### src/rtl/theremin_cal_pkg.sv
// Shared types for the theremin frequency calibration sequencer.
// Holds the FSM state encoding and the iteration-counter width.
package theremin_cal_pkg;

    localparam int ITER_W = 8;

    typedef enum logic [2:0] {
        IDLE,
        MEASURE,
        EVAL,
        STEP,
        SETTLE,
        DONE
    } cal_state_e;

endpackage

### src/rtl/freq_gate_counter.sv
// Synchronises an async square wave, detects rising edges and counts them over a
// GATE_CYCLES window; the count saturates and holds until clr.
module freq_gate_counter #(
    parameter int CNT_W       = 24,
    parameter int GATE_CYCLES = 50000
) (
    input  logic             clk,
    input  logic             reset,
    input  logic             clr,
    input  logic             gate_en,
    input  logic             sig_in,
    output logic [CNT_W-1:0] count,
    output logic             window_done
);

    localparam int GATE_W = $clog2(GATE_CYCLES + 1);

    // [0],[1] form the synchroniser, [2] is the previous synchronised sample
    logic [2:0]        sync_q;
    logic [GATE_W-1:0] gate_q;
    logic [CNT_W-1:0]  count_q;
    logic              rise;

    assign rise        = sync_q[1] & ~sync_q[2];
    assign window_done = gate_en && (gate_q == GATE_W'(GATE_CYCLES - 1));
    assign count       = count_q;

    always_ff @(posedge clk) begin
        if (reset) begin
            sync_q  <= '0;
            gate_q  <= '0;
            count_q <= '0;
        end else begin
            sync_q <= {sync_q[1:0], sig_in};
            if (clr) begin
                gate_q  <= '0;
                count_q <= '0;
            end else if (gate_en) begin
                gate_q <= window_done ? '0 : gate_q + 1'b1;
                if (rise && (count_q != '1)) begin
                    count_q <= count_q + 1'b1;
                end
            end
        end
    end

endmodule

### src/rtl/theremin_freq_cal_ctrl.sv
// Closed-loop pitch-oscillator calibration: measure, compare with target, step up/down,
// settle, repeat until within tolerance or the iteration budget is spent.
module theremin_freq_cal_ctrl
    import theremin_cal_pkg::*;
#(
    parameter int CNT_W         = 24,
    parameter int GATE_CYCLES   = 50000,
    parameter int SETTLE_CYCLES = 5000,
    parameter int MAX_ITER      = 255,
    parameter int TOL_W         = 8
) (
    input  logic              clk,
    input  logic              reset,
    input  logic              square_freq,
    input  logic              start,
    input  logic              abort,
    input  logic [CNT_W-1:0]  target_cnt,
    input  logic [TOL_W-1:0]  tol,
    output logic              busy,
    output logic              done,
    output logic              locked,
    output logic              fail,
    output logic              step_up,
    output logic              step_down,
    output logic [CNT_W-1:0]  meas_cnt,
    output logic [ITER_W-1:0] iter_cnt
);

    localparam int SETTLE_W = $clog2(SETTLE_CYCLES + 1);
    localparam int CMP_W    = (CNT_W + 1 > TOL_W) ? CNT_W + 1 : TOL_W;

    cal_state_e          state_q;
    logic [CNT_W-1:0]    tgt_q, meas_q;
    logic [TOL_W-1:0]    tol_q;
    logic [ITER_W-1:0]   iter_q;
    logic [SETTLE_W-1:0] settle_q;
    logic                busy_q, done_q, locked_q, fail_q, up_q, dn_q;

    logic [CNT_W-1:0] cnt;
    logic             window_done;
    logic [CNT_W:0]   diff, abs_diff;
    logic             within_tol;

    freq_gate_counter #(
        .CNT_W       (CNT_W),
        .GATE_CYCLES (GATE_CYCLES)
    ) u_gate (
        .clk         (clk),
        .reset       (reset),
        .clr         ((state_q == IDLE) || (state_q == SETTLE)),
        .gate_en     (state_q == MEASURE),
        .sig_in      (square_freq),
        .count       (cnt),
        .window_done (window_done)
    );

    // Zero-extended subtraction gives a CNT_W+1-bit two's-complement difference
    assign diff       = {1'b0, cnt} - {1'b0, tgt_q};
    assign abs_diff   = diff[CNT_W] ? (~diff + 1'b1) : diff;
    assign within_tol = CMP_W'(abs_diff) <= CMP_W'(tol_q);

    always_ff @(posedge clk) begin
        if (reset) begin
            state_q  <= IDLE;
            tgt_q    <= '0;
            tol_q    <= '0;
            meas_q   <= '0;
            iter_q   <= '0;
            settle_q <= '0;
            busy_q   <= 1'b0;
            done_q   <= 1'b0;
            locked_q <= 1'b0;
            fail_q   <= 1'b0;
            up_q     <= 1'b0;
            dn_q     <= 1'b0;
        end else begin
            done_q <= 1'b0;
            up_q   <= 1'b0;
            dn_q   <= 1'b0;
            if (abort && (state_q != IDLE)) begin
                state_q  <= IDLE;
                busy_q   <= 1'b0;
                settle_q <= '0;
            end else begin
                case (state_q)
                    IDLE: if (start && !abort) begin
                        tgt_q    <= target_cnt;
                        tol_q    <= tol;
                        iter_q   <= '0;
                        locked_q <= 1'b0;
                        fail_q   <= 1'b0;
                        busy_q   <= 1'b1;
                        state_q  <= MEASURE;
                    end
                    MEASURE: if (window_done) state_q <= EVAL;
                    EVAL: begin
                        meas_q <= cnt;
                        if (within_tol) begin
                            locked_q <= 1'b1;
                            done_q   <= 1'b1;
                            state_q  <= DONE;
                        end else if (iter_q == ITER_W'(MAX_ITER)) begin
                            fail_q  <= 1'b1;
                            done_q  <= 1'b1;
                            state_q <= DONE;
                        end else begin
                            dn_q    <= (cnt > tgt_q);
                            up_q    <= !(cnt > tgt_q);
                            iter_q  <= iter_q + 1'b1;
                            state_q <= STEP;
                        end
                    end
                    STEP: begin
                        settle_q <= '0;
                        state_q  <= SETTLE;
                    end
                    SETTLE: if (settle_q == SETTLE_W'(SETTLE_CYCLES - 1)) begin
                        settle_q <= '0;
                        state_q  <= MEASURE;
                    end else begin
                        settle_q <= settle_q + 1'b1;
                    end
                    DONE: begin
                        busy_q  <= 1'b0;
                        state_q <= IDLE;
                    end
                    default: state_q <= IDLE;
                endcase
            end
        end
    end

    assign busy      = busy_q;
    assign done      = done_q;
    assign locked    = locked_q;
    assign fail      = fail_q;
    assign step_up   = up_q;
    assign step_down = dn_q;
    assign meas_cnt  = meas_q;
    assign iter_cnt  = iter_q;

endmodule

### config.mk
export PLATFORM = sky130hd
export DESIGN_NAME = theremin_freq_cal_ctrl
export DESIGN_NICKNAME = d
export VERILOG_FILES = /design/src/rtl/theremin_cal_pkg.sv /design/src/rtl/freq_gate_counter.sv /design/src/rtl/theremin_freq_cal_ctrl.sv
export SDC_FILE = /design/constraint.sdc
export NUM_CORES = 1
export LEC_CHECK = 0
export ABC_CLOCK_PERIOD_IN_PS = 7200
export BUFFER_PORTS_ARGS = -buffer_cell sky130_fd_sc_hd__buf_2
export CAP_MARGIN = 10
export CORE_AREA = 5 5 194 102
export CTS_CLUSTER_SIZE = 30
export DETAILED_ROUTE_END_ITERATION = 10
export DIE_AREA = 0 0 199 107
export PLACE_DENSITY = 0.72
export SLEW_MARGIN = 10
export SYNTH_ARGS = -nofsm -noshare
export SYNTH_HDL_FRONTEND = slang
export SYNTH_SLANG_ARGS = --single-unit
### constraint.sdc
create_clock -name clk -period 7.2 [get_ports clk]
set_input_delay 1.44 -clock clk [delete_from_list [all_inputs] [get_ports clk]]
set_output_delay 1.44 -clock clk [all_outputs]
set_load 0.01 [all_outputs]
==> run summary <==
Core ar.: 0.0180 mm²
Clock Sinks: 129
most frequent cells in the layout: 183 x nand2_1, 129 x dfxtp_1, 112 x a21oi_1, 96 x nor2_1, 74 x buf_2
Critical Path Max Stage Delay: 0.44 ns
setup TNS: 0 ns
Die Height: 107 µm
Num CTS Buffers: 17
Critical Path AT: 6.23 ns
period utilization: 0.817
Clock transition at path regs: 0.06 ns
setup bufs post-CTS: 0
htree depth: 4
cell area power density: 225 mW/mm²
worst skew pair latency: 0.44 ns
layout cell share with drive strength beyond 1: 0.120
asr flop ratio synth: 0
worst hold path class: reg2reg
flop2flop setup slack: 1.31 ns
initial antenna violation count: 1
PortBufs: 74
Hold Path Sink: meas_cnt[19]
Ys Warns: 0
synthesized area per cell: 7.51 µm²
CP Capture Type: flop
initial drt markers: 841
first-pass GRT wire length: 36.5 mm
Placed Area: 0.00849 mm²
post-route ant nets: 0
max frequency: 0.170 GHz
die area: 0.0213 mm²
gr ovfl total: 0
worst-margin pin slew: 0.991 ns
min-delay src: meas_cnt[19]
wire per inst: 16.8 µm
Finished Cell Area: 0.00907 mm²
dominant synthesized flop cell: dfxtp_1
Chip Width: 199 µm
NumNets Final: 1,187
FF+latch count, synth: 129
Reg-to-Reg End: iter_cnt[1]
Lkg Pwr: 3.50 nW
DR pass1 iterations: 7
Core Rows: 35
FILL cells: 1,756
WS Path Type: reg2reg
Hold Fails Final Rpt: 0
CTS resizes: 0
I/O Pins: 75
HPWL Detailed: 16.9 mm
post-synthesis cell area: 0.00795 mm²
syn nets: 1,134
status: complete, no violations
Worst VDD drop: 0.163 mV
critical path's slowest cell: or3_4
vias in the first global route: 6,910
commonest non-fill, non-tap cell in the layout: nand2_1
Worst Hold Path Cells: 2
Reg2Reg Launch Point: u_gate.count[0]
Max-Cap Viols: 0
Synth Instances: 1,059
register area share after synthesis: 0.325
Final Critical Period: 5.89 ns
CP required: 7.55 ns
# diodes: 0
CP max FO: 18
initial core utilization: 0.443
CTS tree: done
number of synthesized flops with an enable pin: 0
total track usage: 0.213
hold_buf cts: 0
Netlist cell types: 79
Worst slew margin: 0.338
Setup Skew: 0.0202 ns
Synth-to-Final Area Change: 14.1%
root buffer cell: clkbuf_16
Routability Congestion: 0.969
Clock Path Buffers: 2
type of origin of the critical path: flop
fin. max-slew vios: 0
RSZ-0062 raised after global routing: false
final wirelength: 22.9 mm
final setup fails: 0
vias per std cell: 5.81
DRC Markers: 0
worst reg2reg path depth: 26
via count: 7,933
largest net degree at the start of global routing: 63
-- worst max-delay path, delay by kind of cell, from the launching register on --
family                   cells  cell delay, ns
flip-flops                   1            0.42
AO/OA/AOI/OAI               14            2.95
adder cells (fa/ha/maj)      3            0.87
buffers and inverters        2            0.30
AND/OR/NAND/NOR              7            1.24
-- worst max path at each step --
| stage | from | end | slack, ns | cells past startpoint |
|---|---|---|---|---|
| finish | u_gate.count[0] | iter_cnt[1] | 1.31 | 26 |
| global route | u_gate.count[0] | iter_cnt[4] | 0.94 | 26 |
| CTS | u_gate.count[0] | iter_cnt[1] | 1.41 | 26 |
| detailed placement | u_gate.count[0] | iter_cnt[1] | 1.44 | 26 |
| global placement | u_gate.count[0] | iter_cnt[5] | 1.59 | 26 |
| floorplan | u_gate.count[0] | iter_cnt[1] | 2.10 | 27 |
-- Yosys cell counts, types with 10 or more instances --
cell type    n  share of area
and3_1      20          0.016
nand4_1     24          0.019
nor2_1      96          0.045
nor3_1      24          0.015
nand3_1     38          0.024
or4_1       10         0.0094
inv_1       45          0.021
a21o_1      10         0.0094
nor2b_1     13          0.010
dfxtp_1    129           0.32
ha_1        37          0.058
clkbuf_1    40          0.019
xor2_1      31          0.034
or3_1       10         0.0079
a21oi_1    112          0.071
nand2_1    183          0.086
o21ai_0     41          0.026
xnor2_1     22          0.024
nor3b_1     13          0.012
-- state kept, by name, summed over array words and instances (netlist names) --
| name | count |
|---|---|
| meas_cnt | 24 |
| tgt_q | 24 |
| u_gate.count | 24 |
| u_gate.gate_q | 16 |
| settle_q | 13 |
| iter_cnt | 8 |
| tol_q | 8 |
| state_q | 3 |
| u_gate.sync_q | 3 |
| busy | 1 |
| done | 1 |
| fail | 1 |
| locked | 1 |
| step_down | 1 |
| step_up | 1 |
-- stage by stage --
| stage | utilization | total power, mW | setup slack [ns] | hold slack [ns] | cells |
|---|---|---|---|---|---|
| floorplan | - | 1.07 | 2.10 | 0.414 | 1059 |
| global placement | 0.473 | 1.18 | 1.59 | 0.419 | 1333 |
| detailed placement | 0.473 | 1.18 | 1.44 | 0.445 | 1333 |
| CTS | 0.505 | 2.04 | 1.41 | 0.453 | 1365 |
| global route | 0.505 | 2.13 | 0.945 | 0.465 | 1365 |
| finish | 0.505 | 2.04 | 1.31 | 0.450 | 1365 |
-- routing by layer --
layer	global-route usage	wire, µm	vias up
met4	0.0361	210	2
met1	0.350	12200	3687
met5	0	11	-
met2	0.265	8370	352
li1	-	-	3868
met3	0.0612	2070	24
-- kinds of logic (layout without fill, tap and decap cells) --
kind of cell / after synthesis / in the layout / synth area share
AOI/OAI and AO/OA: 264 / 264 / 0.213
xor gates and xnor gates: 53 / 53 / 0.0584
adders and majority gates: 38 / 38 / 0.0608
buffers and inverters: 94 / 160 / 0.0472
DFF: 129 / 129 / 0.325
muxes: 6 / 6 / 0.00771
and+or+nand+nor: 475 / 475 / 0.288
-- power breakdown --
part | switching (mW) | total (mW) | internal [mW] | leakage [nW]
clock network | 0.344 | 0.862 | 0.518 | 0.279
logic | 0.283 | 0.448 | 0.165 | 2.18
registers | 0.00767 | 0.733 | 0.725 | 1.04
total | 0.634 | 2.04 | 1.41 | 3.50
-- area by class of cell --
type,count,area [µm²],area share
clock buffer,19,443,0.0488
multi-input combinational,836,5000,0.551
inverter,45,169,0.0186
tap,240,300,0.0331
clock inverter,13,138,0.0152
timing repair buffer,83,438,0.0483
sequential,129,2580,0.285
Note: power is estimated with default switching activity, not from simulation.
